### src/rtl/samp_rate_pkg.sv
// Shared constants for the sample-rate detector: rate indices, period widths,
// the FSM state type and the nominal period table derived from the clock rate.
package samp_rate_pkg;

  localparam int                  PERIOD_W   = 14;
  localparam logic [PERIOD_W-1:0] PERIOD_MAX = 14'd16383;
  localparam int                  NUM_RATES  = 8;
  localparam int unsigned         CLK_HZ_DEF = 60_000_000;

  localparam logic [2:0] IDX_48K    = 3'd7;
  localparam logic [2:0] IDX_44K1   = 3'd6;
  localparam logic [2:0] IDX_32K    = 3'd5;
  localparam logic [2:0] IDX_24K    = 3'd4;
  localparam logic [2:0] IDX_22K05  = 3'd3;
  localparam logic [2:0] IDX_16K    = 3'd2;
  localparam logic [2:0] IDX_11K025 = 3'd1;
  localparam logic [2:0] IDX_8K     = 3'd0;

  typedef enum logic [1:0] {IDLE, MEASURE, LOCKED} state_e;

  // Lower rates are exact multiples of their family base period, so the
  // truncated 44.1k base propagates (2720, 5440 rather than 2721, 5442).
  function automatic logic [PERIOD_W-1:0] nom_period(input int unsigned clk_hz,
                                                     input int unsigned k);
    int unsigned p48, p441, p32, p;
    p48  = clk_hz / 48000;
    p441 = clk_hz / 44100;
    p32  = clk_hz / 32000;
    case (k)
      7:       p = p48;
      6:       p = p441;
      5:       p = p32;
      4:       p = 2 * p48;
      3:       p = 2 * p441;
      2:       p = 2 * p32;
      1:       p = 4 * p441;
      default: p = 4 * p32;
    endcase
    return p[PERIOD_W-1:0];
  endfunction

  localparam logic [PERIOD_W-1:0] NOM_PERIOD [NUM_RATES] = '{
    nom_period(CLK_HZ_DEF, 0), nom_period(CLK_HZ_DEF, 1),
    nom_period(CLK_HZ_DEF, 2), nom_period(CLK_HZ_DEF, 3),
    nom_period(CLK_HZ_DEF, 4), nom_period(CLK_HZ_DEF, 5),
    nom_period(CLK_HZ_DEF, 6), nom_period(CLK_HZ_DEF, 7)
  };

endpackage

### src/rtl/samp_rate_classify.sv
// Combinational period classifier: flags a match when the period lies within
// NOM>>6 of one nominal period and returns that rate's strobe-bus index.
module samp_rate_classify
  import samp_rate_pkg::*;
#(
  parameter int unsigned CLK_HZ = CLK_HZ_DEF
) (
  input  logic [PERIOD_W-1:0] i_period,
  output logic                o_match,
  output logic [2:0]          o_idx
);

  logic [NUM_RATES-1:0][PERIOD_W-1:0] w_diff;
  logic [NUM_RATES-1:0]               w_hit;

  genvar k;
  for (k = 0; k < NUM_RATES; k++) begin : g_cmp
    localparam logic [PERIOD_W-1:0] NOM = nom_period(CLK_HZ, k);
    assign w_diff[k] = (i_period >= NOM) ? (i_period - NOM) : (NOM - i_period);
    assign w_hit[k]  = (w_diff[k] <= (NOM >> 6));
  end

  // Tolerance windows never overlap, so at most one hit bit is set.
  always_comb begin
    o_idx = '0;
    for (int i = 0; i < NUM_RATES; i++)
      if (w_hit[i]) o_idx = 3'(i);
  end

  assign o_match = |w_hit;

endmodule

### src/rtl/samp_rate_detector.sv
// Sample-rate detector: measures the period of samp_in and locks onto one of
// eight audio rates. Define SAMP_DET_AVG4_EN to classify a 4-period mean.
module samp_rate_detector
  import samp_rate_pkg::*;
#(
  parameter int unsigned CLK_HZ     = CLK_HZ_DEF,
  parameter int unsigned LOCK_COUNT = 4
) (
  input  logic                clock_in,
  input  logic                reset_n,
  input  logic                samp_in,
  output logic [2:0]          rate_idx,
  output logic                rate_valid,
  output logic                rate_chg,
  output logic                meas_stb,
  output logic [PERIOD_W-1:0] period_out
);

  localparam logic [3:0]          LOCK_N = 4'(LOCK_COUNT);
  localparam logic [PERIOD_W-1:0] CNT_ONE = 14'd1;

  logic [2:0]          r_sync;
  logic [PERIOD_W-1:0] r_cnt;
  state_e              r_state;
  logic [3:0]          r_match_cnt;
  logic [2:0]          r_last_idx;
  logic [2:0]          r_idx;
  logic                r_stb;
  logic [PERIOD_W-1:0] r_period;
  logic [3:0]          r_prev;
  logic                r_chg;

  logic                w_edge;
  logic                w_sat;
  logic [PERIOD_W-1:0] w_meas;
  logic                w_ready;
  logic                w_match;
  logic [2:0]          w_idx;
  logic                w_cls;
  logic                w_same;
  logic [3:0]          w_cnt_nxt;

  assign w_edge = r_sync[1] & ~r_sync[2];
  assign w_sat  = (r_cnt == PERIOD_MAX);

`ifdef SAMP_DET_AVG4_EN
  logic [2:0][PERIOD_W-1:0] r_hist;
  logic [1:0]               r_hcnt;
  logic [15:0]              w_sum;

  assign w_sum   = {2'b00, r_cnt} + {2'b00, r_hist[0]} +
                   {2'b00, r_hist[1]} + {2'b00, r_hist[2]};
  assign w_meas  = w_sum[15:2];
  assign w_ready = (r_hcnt == 2'd3);

  // History holds the three previous periods; it restarts whenever we idle.
  always_ff @(posedge clock_in or negedge reset_n) begin
    if (!reset_n) begin
      r_hist <= '0;
      r_hcnt <= '0;
    end else if (r_state == IDLE || (!w_edge && w_sat)) begin
      r_hist <= '0;
      r_hcnt <= '0;
    end else if (w_edge) begin
      r_hist <= {r_hist[1:0], r_cnt};
      if (r_hcnt != 2'd3) r_hcnt <= r_hcnt + 2'd1;
    end
  end
`else
  assign w_meas  = r_cnt;
  assign w_ready = 1'b1;
`endif

  samp_rate_classify #(.CLK_HZ(CLK_HZ)) u_cls (
    .i_period (w_meas),
    .o_match  (w_match),
    .o_idx    (w_idx)
  );

  // A period that hit saturation is never a valid rate, even when averaged.
  assign w_cls     = w_match & ~w_sat & w_ready;
  assign w_same    = (r_match_cnt != 4'd0) && (w_idx == r_last_idx);
  assign w_cnt_nxt = !w_cls ? 4'd0 : (w_same ? r_match_cnt + 4'd1 : 4'd1);

  always_ff @(posedge clock_in or negedge reset_n) begin
    if (!reset_n) begin
      r_sync      <= '0;
      r_cnt       <= '0;
      r_state     <= IDLE;
      r_match_cnt <= '0;
      r_last_idx  <= '0;
      r_idx       <= '0;
      r_stb       <= 1'b0;
      r_period    <= '0;
      r_prev      <= '0;
      r_chg       <= 1'b0;
    end else begin
      r_sync <= {r_sync[1:0], samp_in};
      r_stb  <= 1'b0;
      r_cnt  <= w_edge ? CNT_ONE : (w_sat ? r_cnt : r_cnt + CNT_ONE);
      if (w_edge) begin
        case (r_state)
          IDLE: r_state <= MEASURE;
          MEASURE: begin
            r_stb    <= 1'b1;
            r_period <= w_meas;
            if (w_ready) begin
              r_match_cnt <= w_cnt_nxt;
              r_last_idx  <= w_idx;
              if (w_cnt_nxt >= LOCK_N) begin
                r_state <= LOCKED;
                r_idx   <= w_idx;
              end
            end
          end
          LOCKED: begin
            r_stb    <= 1'b1;
            r_period <= w_meas;
            if (!(w_cls && w_idx == r_idx)) begin
              r_state     <= MEASURE;
              r_match_cnt <= w_cls ? 4'd1 : 4'd0;
              r_last_idx  <= w_idx;
            end
          end
          default: r_state <= IDLE;
        endcase
      end else if (w_sat) begin
        r_state     <= IDLE;
        r_match_cnt <= '0;
      end
      r_prev <= {rate_valid, r_idx};
      r_chg  <= ({rate_valid, r_idx} != r_prev);
    end
  end

  assign rate_valid = (r_state == LOCKED);
  assign rate_idx   = r_idx;
  assign rate_chg   = r_chg;
  assign meas_stb   = r_stb;
  assign period_out = r_period;

endmodule
### config.mk
export PLATFORM = sky130hd
export DESIGN_NAME = samp_rate_detector
export DESIGN_NICKNAME = d
export VERILOG_FILES = /design/src/rtl/samp_rate_pkg.sv /design/src/rtl/samp_rate_classify.sv /design/src/rtl/samp_rate_detector.sv
export SDC_FILE = /design/constraint.sdc
export NUM_CORES = 1
export LEC_CHECK = 0
export ABC_AREA = 1
export CAP_MARGIN = 20
export CELL_PAD_IN_SITES_DETAIL_PLACEMENT = 0
export CELL_PAD_IN_SITES_GLOBAL_PLACEMENT = 2
export CORE_ASPECT_RATIO = 1.5
export CORE_MARGIN = 5
export CORE_UTILIZATION = 36
export CTS_BUF_LIST = sky130_fd_sc_hd__clkbuf_16
export DETAILED_ROUTE_END_ITERATION = 7
export PLACE_DENSITY_LB_ADDON = 0.05
export SYNTH_ARGS = -nofsm -noshare
export SYNTH_HDL_FRONTEND = slang
export SYNTH_SLANG_ARGS = --single-unit
### constraint.sdc
create_clock -name clock_in -period 5.8 [get_ports clock_in]
set_input_delay 1.16 -clock clock_in [delete_from_list [all_inputs] [get_ports clock_in]]
set_output_delay 1.16 -clock clock_in [all_outputs]
set_load 0.01 [all_outputs]
# [Yosys cells after proc, flatten, opt, wreduce, memory -nomap -nowiden]
# Cells that the tools add are included.
[totals] output_inout_bits=20 wordCells=106 ff_bits=49
[classes] mux=33 n_reduce_logical=13 n_eq_ne=11 addsub=18 order_cmp=17 n_bitwise=4
[ops] cell="$mux W14" n=10
[ops] cell="$ge A14 B11 Y1 const B" n=3
[ops] cell="$ge A14 B12 Y1 const B" n=3
[ops] cell="$le A14 B5 Y1 const B" n=3
[ops] cell="$le A14 B6 Y1 const B" n=3
[ops] cell="$sub A11 B14 Y14 const A" n=3
[ops] cell="$sub A12 B14 Y14 const A" n=3
[ops] cell="$sub A14 B11 Y14 const B" n=3
[ops] cell="$sub A14 B12 Y14 const B" n=3
[ops] cell="$ge A14 B13 Y1 const B" n=2
[ops] cell="$le A14 B7 Y1 const B" n=2
[ops] cell="$sub A13 B14 Y14 const A" n=2
[ops] cell="$sub A14 B13 Y14 const B" n=2
[ops] cell="$mux W4" n=5
[ops] cell="$mux W3" n=5
[ops] cell="$add A14 B1 Y14 const B" n=1
[ops] cell="$eq A14 B14 Y1 const B" n=1
[ops] cell="$mux W2" n=6
[ops] cell="$reduce_and A3 Y1" n=4
[ops] cell="$pmux W4 S2" n=1
[ops] cell="$reduce_or A8 Y1" n=1
[ops] cell="$eq A3 B3 Y1" n=2
[ops] cell="$ne A3 B3 Y1 const B" n=2
[ops] cell="$pmux W2 S3" n=1
[ops] cell="17 further kinds" n=25

# [Longest topological paths before layout]
# Gate-level depths: netlist (run 1).
[logic_depth] word_depth=18 ltp_mapped=30

# [Cells and area by module]
# Synthesis (run 1) repeated with hierarchy kept, for this count alone.
[hier_totals] hier_cells=1393 hier_area_um2=7951.4
[by_module_without_submodules] module="samp_rate_classify" cells_each=1109 instances=1 area_each_um2=5505.3
[by_module_without_submodules] module="samp_rate_detector" cells_each=284 instances=1 area_each_um2=2446.1

# [Least setup slack after synthesis (run 1)]
# OpenSTA, ideal clock, no wires.
[synth_path] path_type="reg2reg" from="reg r_cnt[5]" to="reg r_match_cnt[1]" t_arrival_ns=3.239 t_required_ns=5.683 path_slack_ns=2.444 stages_incl_launch_ff=25 setup_time_ns=0.117 cell_sequence="dfrtp_1 -> buf_2 -> inv_2 -> buf_2 -> ha_1 -> inv_1 -> a21oi_2 -> nand2_1 -> nand2_2 -> nand3_4 -> inv_2 -> nand2_1 -> and2_0 -> nand3_1 -> nor2_2 -> nor2_2 -> nand2_4 -> nand2_1 -> nand2_1 -> nor2_2 -> nand2_2 -> o21ai_4 -> nand2_4 -> o21ai_1 -> inv_1"
[synth_between] elab_chain_cells=16
[synth_rtl] item="start: declaration" line="samp_rate_detector.sv:23" rtl="logic [PERIOD_W-1:0] r_cnt;"
[synth_rtl] item="start signal: assignment" line="samp_rate_detector.sv:100" rtl="r_cnt <= w_edge ? CNT_ONE : (w_sat ? r_cnt : r_cnt + CNT_ONE);"
[synth_rtl] item="$sub A13 B14 Y14 (tied with other cells)" line="samp_rate_classify.sv:19" rtl="assign w_diff[k] = (i_period >= NOM) ? (i_period - NOM) : (NOM - i_period);"
[synth_rtl] item="$mux W14" line="samp_rate_classify.sv:19"
[synth_rtl] item="$le A14 B7 Y1" line="samp_rate_classify.sv:20" rtl="assign w_hit[k] = (w_diff[k] <= (NOM >> 6));"
[synth_rtl] item="$mux W1" line="samp_rate_classify.sv:27" rtl="if (w_hit[i]) o_idx = 3'(i);"
[synth_rtl] item="$mux W2 (2 in series)" line="samp_rate_classify.sv:27"
[synth_rtl] item="$mux W3 (4 in series)" line="samp_rate_classify.sv:27"
[synth_rtl] item="$eq A3 B3 Y1" line="samp_rate_detector.sv:82" rtl="assign w_same = (r_match_cnt != 4'd0) && (w_idx == r_last_idx);"
[synth_rtl] item="$logic_and A1 B1 Y1" line="samp_rate_detector.sv:82"
[synth_rtl] item="$mux W4 (2 in series)" line="samp_rate_detector.sv:83" rtl="assign w_cnt_nxt = !w_cls ? 4'd0 : (w_same ? r_match_cnt + 4'd1 : 4'd1);"
[synth_rtl] item="$pmux W4 S2" line="samp_rate_detector.sv:102" rtl="case (r_state)"
[synth_rtl] item="$mux W4" line="samp_rate_detector.sv:101" rtl="if (w_edge) begin"
[synth_rtl] item="end signal: assignment" line="samp_rate_detector.sv:108" rtl="r_match_cnt <= w_cnt_nxt;"
[synth_rtl] item="end signal: assignment" line="samp_rate_detector.sv:121" rtl="r_match_cnt <= w_cls ? 4'd1 : 4'd0;"
[synth_rtl] item="end: declaration" line="samp_rate_detector.sv:25" rtl="logic [3:0] r_match_cnt;"
# Several ways; a longest one is shown, not always the timed one.
# A chain may end at the register's enable or synchronous reset.

# [Final worst setup path (run 1)]
[layout_path] from="reg r_cnt[2]" to="reg r_match_cnt[1]"
# Same word-level chain as after synthesis.

==> out/qor.yml, run 1 <==
run_status:
  outcome: "finished, final reports clean"
power_and_ir_drop:
  peakVddDrop_uv: 161
  p_per_area_nw_per_um2: 224
  cellLeakagePower_nw: 4.59
logic_synthesis:
  ys_top_cells_by_area: "nand2_1 (27%), dfrtp_1 (15%), nand3_1 (10%)"
  synthesis.nets: 1547
  number_of_enable_type_register_cells_in_the_synthesized_netlist: 0
  yosys.cell_count.top_type: "nand2_1"
  synth_area_um2: 8290
  top_cells_by_count_synth: "nand2_1 (590), nand3_1 (167), nor2_1 (139)"
  yosys.area.top_type_share: 0.267
  ys_dominant_reg_cell: "dfrtp_1"
  syn-instance-count: 1507
  flip_flop_and_latch_count_after_synthesis: 49
  synth_largest_area_cell: "nand2_1"
  seq_area_frac_synth: 0.148
  synth_unique_cells: 46
  postSynth.asyncResetShare: 1.00
  syn_avg_cell_area_um2: 5.50
  synth-warning-count: 0
worst_setup_path:
  worst-r2r-cell-count: 25
  ff2ff_setup_slack_ps: 1030
  timing.rr.end: "r_match_cnt[1]"
  critical_path_class: "reg -> reg"
  cp_common_cell: "nand2_1"
  arrival_ps: 4960
  r2r-start: "r_cnt[2]"
  crit_path_end_kind: "register"
  setup.worst_path.start_class: "register"
  crit_path_max_fanout: 15
  cp_slowest_stage_delay_ps: 590
  worst_ep_required_time_ps: 5990
  timing.critical_path.slowest_stage_cell: "ha_1"
cts:
  clock-sinks: 49
  hold_buffer_count_at_cts: 0
  cts-buffers-inserted: 5
  cts_resized: 0
  postCtsSetupRepairBufs: 0
  clk_pin_slew_worst_paths_ps: 80
  clk_path_buf_depth: 2
  clkLatencyLatePin_ps: 310
  clk_root_buffer_cell: "clkbuf_16"
  htree_num_levels: 2
  cts_tree: "built"
hold_path:
  timing.hold.worst_endpoint: "r_sync[1]"
  hold_path.class: "reg -> reg"
  hold-path-cell-count: 0
  hold_path_startpoint: "r_sync[0]"
timing:
  post-route-min-period_ps: 4770
  timing.final.setup_violations: 0
  timing_max_transition_violations_final: 0
  timing.final.crit_share: 0.823
  clock_skew_after_layout_ps: 12.1
  fmax_ghz: 0.210
  max-slew-margin-rel: 0.371
  final.hold.worst_slack_ps: 357
  timing_worst_slew_pin_value_ps: 944
  rsz_0062_raised_after_global_routing: "no"
  setup-tns-final_ps: 0
  hold_violations: 0
die:
  row_count: 68
  area_of_the_die_um2: 26200
  ios: 23
  core_region_area_um2: 22900
  fp.dieH_um: 196
  chipWidth_um: 134
  floorplan.initialDensity: 0.362
detailed_routing:
  drt_first_pass_iters: 5
  avg_wl_per_cell_um: 21.2
  num_vias: 9600
  drcViolationCount: 0
  drt_iter0_markers: 651
  routed_wirelength_um: 37700
  route.detailed.vias_per_inst: 5.41
  detail-route-antenna-nets: 0
placement:
  dpl.cell_count: 1767
  hpwl_um: 28800
  gp_congestion: 0.978
  placed_area_um2: 8630
  io_buffers: 22
global_route:
  track_usage: 0.285
  grt_max_degree: 50
  first_global_vias: 9384
  grt_overflow_total: 0
  antenna_violations_before_repair: 0
  grt_pass1_wl_um: 57200
flow_run:
  maxCapViolations: 0
cells_and_area:
  num-fill-cells: 2735
  fin_util: 0.385
  nNetsFinal: 1534
  final_layout_size_suffix_gt1_frac: 0.0676
  area_growth_pct: 6.37
  stdcell_count: 1775
  num_antenna_cells: 0
  final_cell_area_um2: 8820
critical path: cells and delay by family (launching register included):
| kind | cells | cell delay [ps] |
|---|---|---|
| fa+ha+maj | 1 | 590 |
| compound gates | 3 | 850 |
| buf+inv | 4 | 840 |
| simple gates | 17 | 1770 |
| flops | 1 | 580 |
sequential cells by signal (all words and copies together), names as in the netlist:
register	cells
period_out	14
r_cnt	14
r_match_cnt	4
r_prev	4
r_last_idx	3
r_sync	3
rate_idx	3
r_state	2
meas_stb	1
rate_chg	1
where the power goes:
group	internal (W)	switching, W	total [W]	leakage, nW
combinational	0.000334	0.000825	0.00116	3.83
sequential	0.000375	0.0000501	0.000425	0.663
clock	0.000249	0.000146	0.000395	0.0944
total	0.000958	0.00102	0.00198	4.59
worst max path at each step:
stage,depth (start not counted),startpoint,end
2_1_floorplan,24,r_cnt[5],r_match_cnt[1]
3_3_place_gp,25,r_cnt[2],r_match_cnt[1]
3_5_place_dp,25,r_cnt[2],rate_idx[2]
4_1_cts,25,r_cnt[2],rate_idx[2]
5_1_grt,25,r_cnt[2],r_match_cnt[1]
6_report,25,r_cnt[2],r_match_cnt[1]
placed cells by master (no fill, tap or decap), types with 12 or more instances in the layout:
| cell type | count |
|---|---|
| clkdlybuf4s50_1 | 21 |
| nor3_1 | 13 |
| o21ai_1 | 12 |
| nor2_2 | 14 |
| xor2_1 | 58 |
| nand3_1 | 167 |
| ha_1 | 37 |
| nor2_1 | 139 |
| buf_4 | 20 |
| nand2_2 | 14 |
| inv_1 | 134 |
| nand4_1 | 26 |
| inv_2 | 20 |
| nand2_1 | 590 |
| dfrtp_1 | 49 |
| a21oi_1 | 48 |
| o21ai_0 | 64 |
cells by family after synthesis:
family                   after synthesis  synth area share
AO/OA/AOI/OAI                        150             0.101
XOR/XNOR                              64            0.0676
adder cells (fa/ha/maj)               37            0.0558
buffers and inverters                219             0.117
flip-flops                            49             0.148
AND/OR/NAND/NOR                      988             0.510
through the flow:
| step | worst slack (ps) | power (W) |
|---|---|---|
| after floorplan | 2440 | 0.00121 |
| after global placement | 1120 | 0.00158 |
| after detailed placement | 1100 | 0.00157 |
| after CTS | 1090 | 0.00197 |
| after global routing | 587 | 0.00211 |
| final | 1030 | 0.00198 |
layout make-up:
| class | count | area, µm² | share of cell area |
|---|---|---|---|
| multi-input combinational | 1239 | 6090 | 0.691 |
| sequential | 49 | 1230 | 0.139 |
| inverter | 157 | 592 | 0.0671 |
| timing repair buffer | 42 | 365 | 0.0414 |
| tap | 280 | 350 | 0.0397 |
| clock buffer | 5 | 125 | 0.0142 |
| clock inverter | 3 | 68.8 | 0.00780 |
metal layers:
metal | part of all wire | global-route usage
met5 | 0 | 0
met1 | 0.41 | 0.343
met3 | 0.041 | 0.0233
met4 | 0.060 | 0.144
met2 | 0.49 | 0.504
No activity file was read; power rests on OpenSTA's default activity.
==> run 2, diff against run 1 <==
--- a/config.mk
+++ b/config.mk
@@ -11,7 +11,7 @@
 export CELL_PAD_IN_SITES_GLOBAL_PLACEMENT = 2
 export CORE_ASPECT_RATIO = 1.5
 export CORE_MARGIN = 5
-export CORE_UTILIZATION = 36
+export CORE_UTILIZATION = 30
 export CTS_BUF_LIST = sky130_fd_sc_hd__clkbuf_16
 export DETAILED_ROUTE_END_ITERATION = 7
 export PLACE_DENSITY_LB_ADDON = 0.05
==> constraint.sdc (replaced) <==
create_clock -name clock_in -period 4.3 [get_ports clock_in]
set_input_delay 0.86 -clock clock_in [delete_from_list [all_inputs] [get_ports clock_in]]
set_output_delay 0.86 -clock clock_in [all_outputs]
set_load 0.01 [all_outputs]
==> run 2 against run 1 <==
Net effect:
- global-route usage decreased by 3.1 points
- fmax up 24%
- sequential share of layout area shrank 0.66 points
- via count rose by 0.89%
- critical endpoint is now rate_idx[0]
==> out/qor.yml, run 2 (synthesis gave the netlist of run 1 again) <==
timing:
  setup-tns-final_ps: 0
  clock_skew_after_layout_ps: 11.8
  rsz_0062_raised_after_global_routing: "no"
  timing_max_transition_violations_final: 0
  timing.final.setup_violations: 0
  fmax_ghz: 0.259
  timing.final.crit_share: 0.896
  timing_worst_slew_pin_value_ps: 755
  max-slew-margin-rel: 0.495
  hold_violations: 0
  post-route-min-period_ps: 3850
hold_path:
  hold_path.class: "reg -> reg"
  hold-path-cell-count: 0
  hold_path_startpoint: "r_sync[0]"
  timing.hold.worst_endpoint: "r_sync[1]"
cts:
  postCtsSetupRepairBufs: 0
  cts_tree: "built"
  cts-buffers-inserted: 5
  clk_path_buf_depth: 2
  clk_pin_slew_worst_paths_ps: 80
  htree_num_levels: 2
  cts_resized: 0
  clock-sinks: 49
  clkLatencyLatePin_ps: 310
  hold_buffer_count_at_cts: 0
  clk_root_buffer_cell: "clkbuf_16"
worst_setup_path:
  cp_common_cell: "nand2_1"
  timing.rr.end: "rate_idx[0]"
  setup.worst_path.start_class: "register"
  crit_path_end_kind: "register"
  worst_ep_required_time_ps: 4490
  cp_slowest_stage_delay_ps: 360
  largest_delay_share_family_worst_path: "simple AND/OR/NAND/NOR gates"
  arrival_ps: 4050
  ff2ff_setup_slack_ps: 450
  critical_path_class: "reg -> reg"
  r2r-start: "r_cnt[6]"
  crit_path_max_fanout: 9
  cell_by_cell_trace_of_the_critical_path: "clkinv_1 -> buf_4 -> ha_1 -> nand3_1 -> inv_1 -> nand3_1 -> nand3_1 -> buf_4 -> o21ai_0 -> nand2_1 -> nand3_1 -> nor2_1 -> nand3_1 -> nand2_1 -> nand2_2 -> nand2_1 -> nand2_1 -> nand2_1 -> nor2_1 -> nand4_1 -> nand2_1 -> nand2_1 -> nand2_1 -> o21ai_1"
  path_depth: 24
  timing.critical_path.slowest_stage_cell: "dfrtp_1"
  critical_path_buf_inv_count: 4
  worst-r2r-cell-count: 24
global_route:
  grt_pass1_wl_um: 59900
  grt_overflow_total: 0
  grt_max_degree: 34
  first_global_vias: 9464
  track_usage: 0.254
  antenna_violations_before_repair: 1
power_and_ir_drop:
  p_per_area_nw_per_um2: 289
  cellLeakagePower_nw: 4.82
  peakVddDrop_uv: 189
die:
  floorplan.initialDensity: 0.305
  row_count: 74
  chipWidth_um: 146
  core_region_area_um2: 27200
  fp.dieH_um: 214
  ios: 23
  area_of_the_die_um2: 31100
detailed_routing:
  route.detailed.vias_per_inst: 5.13
  drcViolationCount: 0
  num_vias: 9685
  routed_wirelength_um: 40800
  drt_iter0_markers: 613
  drt_first_pass_iters: 5
  avg_wl_per_cell_um: 21.6
  detail-route-antenna-nets: 0
cells_and_area:
  stdcell_count: 1888
  final_layout_size_suffix_gt1_frac: 0.100
  layout.cells.most_common: "nand2_1"
  area_growth_pct: 11.8
  num_antenna_cells: 0
  most-common-layout-cells: "nand2_1 (590), nand3_1 (167), nor2_1 (138)"
  num-fill-cells: 3208
  nNetsFinal: 1585
  combined_area_of_the_multi_input_logic_cells_um2: 6100
  final_cell_area_um2: 9270
  layout.area.seq_um2: 1230
flow_run:
  maxCapViolations: 0
placement:
  placed_area_um2: 9110
  gp_congestion: 0.938
  io_buffers: 22
  hpwl_um: 33200
  dpl.cell_count: 1880
run_status:
  outcome: "finished, final reports clean"
-- run 2: routing by layer --
| layer | vias up | part of all wire | global-route usage | routed length (µm) |
|---|---|---|---|---|
| met5 | - | 0.00034 | 0 | 14 |
| met4 | 2 | 0.062 | 0.144 | 2540 |
| met3 | 94 | 0.037 | 0.0233 | 1510 |
| met2 | 279 | 0.50 | 0.464 | 20300 |
| met1 | 4466 | 0.40 | 0.290 | 16400 |
| li1 | 4844 | - | - | - |
-- run 2: worst max path at each step --
stage              from              to  slack [ps]
2_1_floorplan  r_cnt[5]  r_match_cnt[1]         940
3_3_place_gp   r_cnt[1]  r_match_cnt[1]          80
3_5_place_dp   r_cnt[1]      r_state[0]          90
4_1_cts        r_cnt[1]      r_state[0]          70
5_1_grt        r_cnt[6]     rate_idx[2]          10
6_report       r_cnt[6]     rate_idx[0]         450
-- run 2: layout make-up --
cell class,count,share of cell area
multi-input cells,1239,0.658
well taps,342,0.0462
clock buffers,5,0.0135
clock inverters,3,0.00229
repair buffers,93,0.0834
inverters,157,0.0638
flip-flops and latches,49,0.132
-- run 2: worst reg2reg max path, cell delays in order (launching register included) --
cell and delay, ps:
dfrtp_1 360, clkinv_1 250, buf_4 280, ha_1 220
nand3_1 140, inv_1 110, nand3_1 110, nand3_1 250
buf_4 260, o21ai_0 230, nand2_1 80, nand3_1 70
nor2_1 40, nand3_1 220, nand2_1 140, nand2_2 110
nand2_1 70, nand2_1 60, nand2_1 40, nor2_1 170
nand4_1 160, nand2_1 90, nand2_1 130, nand2_1 90
o21ai_1 60
-- run 2: power breakdown --
group	total (W)	internal [W]	switching, W
clock	0.000424	0.000218	0.000206
sequential	0.000548	0.000506	0.0000417
combinational	0.00171	0.000514	0.00119
-- run 2: metrics by stage --
| stage | util | setup WS, ps | hold slack (ps) | power, W |
|---|---|---|---|---|
| after global placement | 0.335 | 81.3 | 332 | 0.00226 |
| after CTS | 0.340 | 65.0 | 362 | 0.00267 |
| after global routing | 0.341 | 14.4 | 363 | 0.00285 |
| final | 0.341 | 445 | 355 | 0.00268 |
| after floorplan | - | 944 | 331 | 0.00163 |
| after detailed placement | 0.335 | 90.5 | 346 | 0.00224 |
==> run 3, diff against run 2 <==
--- a/config.mk
+++ b/config.mk
@@ -11,8 +11,8 @@
 export CELL_PAD_IN_SITES_GLOBAL_PLACEMENT = 2
 export CORE_ASPECT_RATIO = 1.5
 export CORE_MARGIN = 5
-export CORE_UTILIZATION = 30
-export CTS_BUF_LIST = sky130_fd_sc_hd__clkbuf_16
+export CORE_UTILIZATION = 31
+export CTS_BUF_LIST = sky130_fd_sc_hd__clkbuf_8
 export DETAILED_ROUTE_END_ITERATION = 7
 export PLACE_DENSITY_LB_ADDON = 0.05
 export SYNTH_ARGS = -nofsm -noshare
==> run 3 against run 2 <==
Net effect:
- clock skew rose by 10 ps
- largest power group unchanged
- clock power fell by 11%
- clock-buffer cell count rose by 1
==> out/qor.yml, run 3 (synthesis gave the netlist of run 1 again) <==
timing:
  max-slew-margin-rel: 0.469
  timing_worst_slew_pin_value_ps: 795
  final.hold.worst_slack_ps: 373
  clock_skew_after_layout_ps: 22.1
  timing_max_transition_violations_final: 0
  worst_setup_slack_final_ps: 356
  timing.final.setup_violations: 0
  timing.final.crit_share: 0.917
  rsz_0062_raised_after_global_routing: "no"
  fmax_ghz: 0.254
  hold_violations: 0
  setup-tns-final_ps: 0
  post-route-min-period_ps: 3940
die:
  floorplan.initialDensity: 0.313
  ios: 23
  fp.dieH_um: 210
  core_region_area_um2: 26500
  area_of_the_die_um2: 30200
  chipWidth_um: 144
  row_count: 73
cells_and_area:
  most-common-layout-cells: "nand2_1 (590), nand3_1 (167), nor2_1 (138)"
  combined_area_of_the_multi_input_logic_cells_um2: 6100
  num-fill-cells: 3186
  final_cell_area_um2: 9300
  layout.area.seq_um2: 1230
  area_growth_pct: 12.1
  num_antenna_cells: 0
  layout.cells.most_common: "nand2_1"
  final_layout_size_suffix_gt1_frac: 0.105
  nNetsFinal: 1594
cts:
  cts_tree: "built"
  clk_pin_slew_worst_paths_ps: 120
  clk_path_buf_depth: 2
  htree_num_levels: 2
  clock-sinks: 49
  hold_buffer_count_at_cts: 0
  clk_root_buffer_cell: "clkbuf_8"
  clkLatencyLatePin_ps: 340
  cts-buffers-inserted: 5
worst_setup_path:
  setup.worst_path.start_class: "register"
  ff2ff_setup_slack_ps: 360
  crit_path_end_kind: "register"
  arrival_ps: 4170
  worst_ep_required_time_ps: 4530
  crit_path_max_fanout: 9
  critical_path_class: "reg -> reg"
power_and_ir_drop:
  cellLeakagePower_nw: 4.85
  finalPower_w: 0.00266
  p_per_area_nw_per_um2: 286
  peakVddDrop_uv: 163
flow_run:
  maxCapViolations: 0
detailed_routing:
  drt_iter0_markers: 641
  routed_wirelength_um: 40400
  avg_wl_per_cell_um: 21.3
  detail-route-antenna-nets: 0
  drcViolationCount: 0
  route.detailed.vias_per_inst: 5.20
  num_vias: 9842
  drt_first_pass_iters: 6
placement:
  preCtsSetupSlack_ps: 303
  hpwl_um: 32600
  placed_area_um2: 9170
  gp_congestion: 0.975
  io_buffers: 22
global_route:
  antenna_violations_before_repair: 0
  grt_max_degree: 37
  grt_pass1_wl_um: 60300
  first_global_vias: 9630
  grt_overflow_total: 0
  track_usage: 0.265
run_status:
  outcome: "finished, final reports clean"
hold_path:
  hold_path.class: "reg -> reg"
[run 3: what timing repair did]
item | CTS | global route
resized for setup | 0 | 2
setup endpoints to repair | 0 | 12
setup buffers | 0 | 0
[run 3: layout make-up]
cell class	instances	area share
clock inverters	2	0.00404
inverters	157	0.0637
repair buffers	102	0.0904
flip-flops and latches	49	0.132
multi-input cells	1239	0.656
well taps	337	0.0454
clock buffers	6	0.00888
[run 3: through the flow]
stage | util | std cells
finish | 0.351 | 1892
CTS | 0.351 | 1892
global placement | 0.346 | 1884
global route | 0.351 | 1892
floorplan | - | 1507
detailed placement | 0.346 | 1884
[run 3: final timing paths]
kind,start,end,depth (start not counted)
max,r_cnt[0],r_state[0],25
min,r_sync[1],r_sync[2],0
max reg2reg,r_cnt[0],r_state[0],25
min reg2reg,r_sync[1],r_sync[2],0
max in group asynchronous,reset_n,r_cnt[10],2
min in group asynchronous,reset_n,r_prev[0],1
[run 3: worst max-delay path: stages (launching register included)]
cell and delay (ps):
dfrtp_1 510, inv_2 100, ha_1 500, inv_1 320, nand2_1 120, nand2_1 90, o21ai_0 130, nand2_1 90
nand2_1 60, nand3_1 250, nand2_1 130, nand2_1 80, nand3_1 90, nor2_1 50, nand3_1 150, nand2_1 130
inv_1 70, nand3_1 120, nor2_4 160, nor2_1 70, nand2_1 130, nor2_1 60, a21oi_1 210, nand2_1 110
nand2_1 70, nand2_1 40
[run 3: layer usage]
metal  GRT usage  share of wire  up-vias
li1            -              -     4873
met4       0.135          0.058        0
met1       0.306           0.39     4590
met3      0.0191          0.038       81
met5           0              0        -
met2       0.484           0.51      298
[run 3: where the power goes]
| group | switching, W | internal, W | total, W |
|---|---|---|---|
| combinational | 0.00121 | 0.000535 | 0.00175 |
| sequential | 0.0000364 | 0.000506 | 0.000542 |
| clock | 0.000186 | 0.000190 | 0.000376 |
